==> src/rtl/seq_hit_monitor.sv <==
// ============================================================================
// Module   : seq_hit_monitor
// Purpose  : Counts 101-detector hits per fixed window, presents each window
//            count as a valid/ready report with a threshold alarm and a
//            sticky overrun flag. Optional macro SEQ_HIT_MONITOR_TOTAL_EN
//            adds a saturating 16-bit lifetime hit counter (total_hits).
// Revision : 1.0 - initial release
// ============================================================================
`default_nettype none

module seq_hit_monitor #(
    parameter int WINDOW = 16,
    parameter int CNT_W  = 8,
    parameter int THRESH = 3
) (
    input  logic             clk,
    input  logic             rst,
    input  logic             en,
    input  logic             y_in,
    output logic             rpt_valid,
    input  logic             rpt_ready,
    output logic [CNT_W-1:0] rpt_count,
    output logic             rpt_alarm,
    output logic             overrun
`ifdef SEQ_HIT_MONITOR_TOTAL_EN
    ,
    output logic [15:0]      total_hits
`endif
);

    localparam int                WIN_W      = (WINDOW > 1) ? $clog2(WINDOW) : 1;
    localparam logic [WIN_W-1:0]  C_WIN_LAST = WIN_W'(WINDOW - 1);
    localparam logic [31:0]       C_THRESH   = 32'(THRESH);

    typedef enum logic [0:0] {
        ST_IDLE  = 1'b0,
        ST_COUNT = 1'b1
    } state_t;

    state_t            r_state;
    state_t            w_state_nxt;
    logic [WIN_W-1:0]  r_win;
    logic [CNT_W-1:0]  r_hit;
    logic              r_valid;
    logic [CNT_W-1:0]  r_count;
    logic              r_alarm;
    logic              r_overrun;

    logic              w_active;
    logic              w_last;
    logic              w_load;
    logic              w_hshake;
    logic [CNT_W-1:0]  w_snap;
    logic [31:0]       w_snap_ext;
    logic              w_snap_alarm;

    // ------------------------------------------------------------------
    // FSM: next-state logic
    // ------------------------------------------------------------------
    always_comb begin
        w_state_nxt = r_state;
        case (r_state)
            ST_IDLE:  if (en)  w_state_nxt = ST_COUNT;
            ST_COUNT: if (!en) w_state_nxt = ST_IDLE;
            default:           w_state_nxt = ST_IDLE;
        endcase
    end

    always_ff @(posedge clk) begin
        if (rst) begin
            r_state <= ST_IDLE;
        end else begin
            r_state <= w_state_nxt;
        end
    end

    // ------------------------------------------------------------------
    // Window datapath
    // ------------------------------------------------------------------
    always_comb begin
        w_active     = (r_state == ST_COUNT);
        w_last       = w_active && (r_win == C_WIN_LAST);
        // Last-cycle hit is folded in so the report covers the whole window.
        w_snap       = (y_in && !(&r_hit)) ? (r_hit + CNT_W'(1)) : r_hit;
        w_snap_ext   = 32'(w_snap);
        w_snap_alarm = (w_snap_ext >= C_THRESH);
        w_load       = w_last;
        w_hshake     = r_valid && rpt_ready;
    end

    // Idle keeps both counters at zero, so entering COUNT starts at cycle 0
    // and any partial window is dropped.
    always_ff @(posedge clk) begin
        if (rst) begin
            r_win <= '0;
            r_hit <= '0;
        end else if (!w_active || w_last) begin
            r_win <= '0;
            r_hit <= '0;
        end else begin
            r_win <= r_win + WIN_W'(1);
            r_hit <= w_snap;
        end
    end

    // ------------------------------------------------------------------
    // Report register and handshake
    // ------------------------------------------------------------------
    always_ff @(posedge clk) begin
        if (rst) begin
            r_valid   <= 1'b0;
            r_count   <= '0;
            r_alarm   <= 1'b0;
            r_overrun <= 1'b0;
        end else if (w_load) begin
            r_valid <= 1'b1;
            r_count <= w_snap;
            r_alarm <= w_snap_alarm;
            if (r_valid && !rpt_ready) begin
                r_overrun <= 1'b1;
            end
        end else if (w_hshake) begin
            r_valid <= 1'b0;
        end
    end

    assign rpt_valid = r_valid;
    assign rpt_count = r_count;
    assign rpt_alarm = r_alarm;
    assign overrun   = r_overrun;

`ifdef SEQ_HIT_MONITOR_TOTAL_EN
    logic [15:0] r_total;

    always_ff @(posedge clk) begin
        if (rst) begin
            r_total <= '0;
        end else if (w_active && y_in && (r_total != 16'hFFFF)) begin
            r_total <= r_total + 16'd1;
        end
    end

    assign total_hits = r_total;
`endif

endmodule

`default_nettype wire

==> config.mk <==
export PLATFORM = sky130hd
export DESIGN_NAME = seq_hit_monitor
export DESIGN_NICKNAME = d
export VERILOG_FILES = /design/src/rtl/seq_hit_monitor.sv
export SDC_FILE = /design/constraint.sdc
export NUM_CORES = 1
export LEC_CHECK = 0
export CAP_MARGIN = 20
export CORE_MARGIN = 1.5
export CORE_UTILIZATION = 30
export DETAILED_ROUTE_END_ITERATION = 8
export GPL_TIMING_DRIVEN = 1
export SYNTH_ARGS = -nofsm -noshare
export SYNTH_HDL_FRONTEND = slang
export SYNTH_SLANG_ARGS = --single-unit
==> constraint.sdc <==
create_clock -name clk -period 1.5 [get_ports clk]
set_input_delay 0.45 -clock clk [delete_from_list [all_inputs] [get_ports clk]]
set_output_delay 0.45 -clock clk [all_outputs]
set_load 0.02 [all_outputs]
==> flow_metrics.env <==
export IMPL_worstPathCellList="ha_4 -> nand4_4 -> o21ai_4 -> or3b_1 -> and4_1 -> a311oi_2"
export IMPL_die_w_um=60.6
export IMPL_reg2reg_to="rpt_alarm"
export IMPL_grt_pass1_vias=784
export IMPL_place_area_um2=1360
export IMPL_hp_class="reg2reg"
export IMPL_drive_gt1_share_pct=29.5
export IMPL_crit_buf_inv=0
export IMPL_r2r_cells=6
export IMPL_fin_setup_tns_ns=-0.0639
export IMPL_synth_area_per_cell_um2=9.38
export IMPL_timing_final_crit_period_ns=1.55
export IMPL_grt_pass1_wl_um=3450
export IMPL_slew_viol_final=0
export IMPL_crit_required_ns=1.73
export IMPL_synth_edff_count=0
export IMPL_final_cell_mix="nor2_1 (26), dfxtp_1 (22), buf_4 (18), clkdlybuf4s15_1 (7)"
export IMPL_ys_flop_type="dfxtp_1"
export IMPL_cts_setup_buffers=0
export IMPL_layout_nets=148
export IMPL_fin_ws_ns=-0.0520
export IMPL_antenna_found_initial=0
export IMPL_port_buffers=15
export IMPL_cp_max_fo=4
export IMPL_hold_end="r_win[0]"
export IMPL_ys_warn_count=0
export IMPL_cts_inserted_buffers=3
export IMPL_hold_viol_final=0
export IMPL_dpl_hpwl_um=1550
export IMPL_finalCritPeriodShare_pct=103
export IMPL_ys_ff_latch=24
export IMPL_design_area_um2=1420
export IMPL_rows=20
export IMPL_grt_use_total_pct=12.5
export IMPL_first_iter_violations=23
export IMPL_cp_end_kind="flop"
export IMPL_cpPeakStageDelay_ns=0.38
export IMPL_violations="setup timing"
export IMPL_maxCapViolations=0
export IMPL_slowest_stage="dfxtp_4"
export IMPL_hold_start="r_win[0]"
export IMPL_grt_setup_unrepaired="yes"
export IMPL_ys_seq_area_share_pct=48.3
export IMPL_critical_path_class="reg2reg"
export IMPL_viasPerCell=4.63
export IMPL_final_common_cell="nor2_1"
export IMPL_slew_headroom_pct=80.4
export IMPL_grt_max_degree=13
export IMPL_vias=847
export IMPL_path_depth=6
export IMPL_drt_wl_total_um=2040
export IMPL_clk_pin_slew_ns=0.12
export IMPL_start_kind="flop"
export IMPL_worstHoldPathCells=1
export IMPL_wire_per_inst_um=11.1
export IMPL_vdd_drop_max_mv=0.685
export IMPL_rrSetupSlack_ns=-0.05
export IMPL_syn_nets=113
export IMPL_tightest_slew_ns=0.294
export IMPL_syn_area_um2=995
export IMPL_cp_top_family="simple AND/OR/NAND/NOR gates"
export IMPL_initial_core_util_pct=32.1
export IMPL_ctsHtreeMaxLevel=1
export IMPL_drcViolationCount=0
export IMPL_final_cells=183
export IMPL_cts_sinks=24
export IMPL_r2r_start="r_hit[0]"
export IMPL_synthToLayoutAreaGrowth_pct=42.3
export IMPL_place_ws_ns=-0.575
export IMPL_cts_root_buf="clkbuf_4"
export IMPL_clkLatencyLatePin_ns=0.30
export IMPL_fin_util_pct=45.6
export IMPL_core_area_um2=3100
export IMPL_powerDensity_nw_per_um2=678
export IMPL_fmax_ghz=0.644
export IMPL_setup_viol=2
export IMPL_gr_total_overflow=0
export IMPL_synth_async_reset_ratio_pct=0
export IMPL_ioPinCount=16
export IMPL_ant_nets=0
export IMPL_die_y_um=60.6
export IMPL_syn_inst=106
export IMPL_status="finished, violations left"
export IMPL_fin_skew_ns=0.000944
export IMPL_num_antenna_cells=0
export IMPL_place_congestion=0.858
export IMPL_finalPower_mw=0.960
export IMPL_holdWs_ns=0.459
export IMPL_dp_cells=180
export IMPL_cts_tree="yes"
export IMPL_dieArea_um2=3670
export IMPL_power_leakage_nw=0.543
export IMPL_worstPathArrival_ns=1.78
export IMPL_ys_types=32
export IMPL_firstDrtPassIters=4
export IMPL_clock_path_buffers=2
## cells by family (layout without fill, tap and decap cells)
logic type                 after synthesis  in the layout  synth area share [%]
muxes                                    3              3                  3.02
AOI/OAI and AO/OA                       18             18                  13.6
DFF                                     24             24                  48.3
xor gates and xnor gates                 5              5                  4.40
adders and majority gates                2              2                  2.52
and+or+nand+nor                         49             49                  25.5
buffers and inverters                    5             38                  2.64
## Yosys cell counts (all sizes together) (2+ instances only)
cell,n,area share [%]
nand2b,2,1.3
clkbuf,3,1.1
ha,2,2.5
dfxtp,24,48
and3,2,1.5
nand4,2,1.9
a211oi,4,3.0
o21a,4,3.0
o21ai,4,2.4
nor2,26,9.8
nand3,4,2.5
xor2,3,2.6
and4,4,3.6
nand2,5,1.9
mux2i,3,3.0
xnor2,2,1.8
## worst max-delay path by stage
stage                     slack [ns]        end     start
after CTS                      -0.08  rpt_alarm  r_hit[0]
after global routing           -0.11  rpt_alarm  r_hit[0]
final                          -0.05  rpt_alarm  r_hit[0]
after detailed placement       -0.58  rpt_alarm      y_in
after global placement         -0.53  rpt_alarm      y_in
after floorplan                0.002  rpt_alarm  r_hit[0]
## report_power, final
part | switching (mW) | internal [mW] | leakage [nW] | total, mW
combinational | 0.0211 | 0.0248 | 0.334 | 0.0459
clock | 0.177 | 0.0937 | 0.0138 | 0.271
sequential | 0.00334 | 0.640 | 0.195 | 0.643
total | 0.202 | 0.758 | 0.543 | 0.960
## worst reg2reg max path, stage by stage (launching register included)
cell	delay [ns]
dfxtp_4	0.38
ha_4	0.18
nand4_4	0.10
o21ai_4	0.06
or3b_1	0.36
and4_1	0.19
a311oi_2	0.21
## layer usage
metal	vias up	track usage (%)	share of wire (%)	wire (µm)
met3	2	4.90	5.1	103
met2	20	21.0	46	932
met5	-	0	0	0
met1	387	15.6	49	990
li1	438	-	-	-
met4	0	1.86	0.44	9
## registers in the layout (all words and copies together), names as in the netlist
register	flops
r_hit	8
overrun	1
r_win	4
rpt_alarm	1
rpt_valid	1
rpt_count	8
r_state	1
## repair_timing
action | CTS | global route
resized for setup | 17 | 15
pin swaps | 0 | 6
endpoints found under the setup margin | 20 | 15
hold buffers | 0 | 0
cloned | 0 | 0
## final cells by class
cell class                      count  area (µm²)
Clock buffer                        3        22.5
Sequential cell                    24         485
Timing Repair Buffer               34         290
Tap cell                           44        55.1
Multi-Input combinational cell     77         558
Fill cell                         331        1690
Inverter                            1        3.75
No activity file was read; power rests on OpenSTA's default activity.
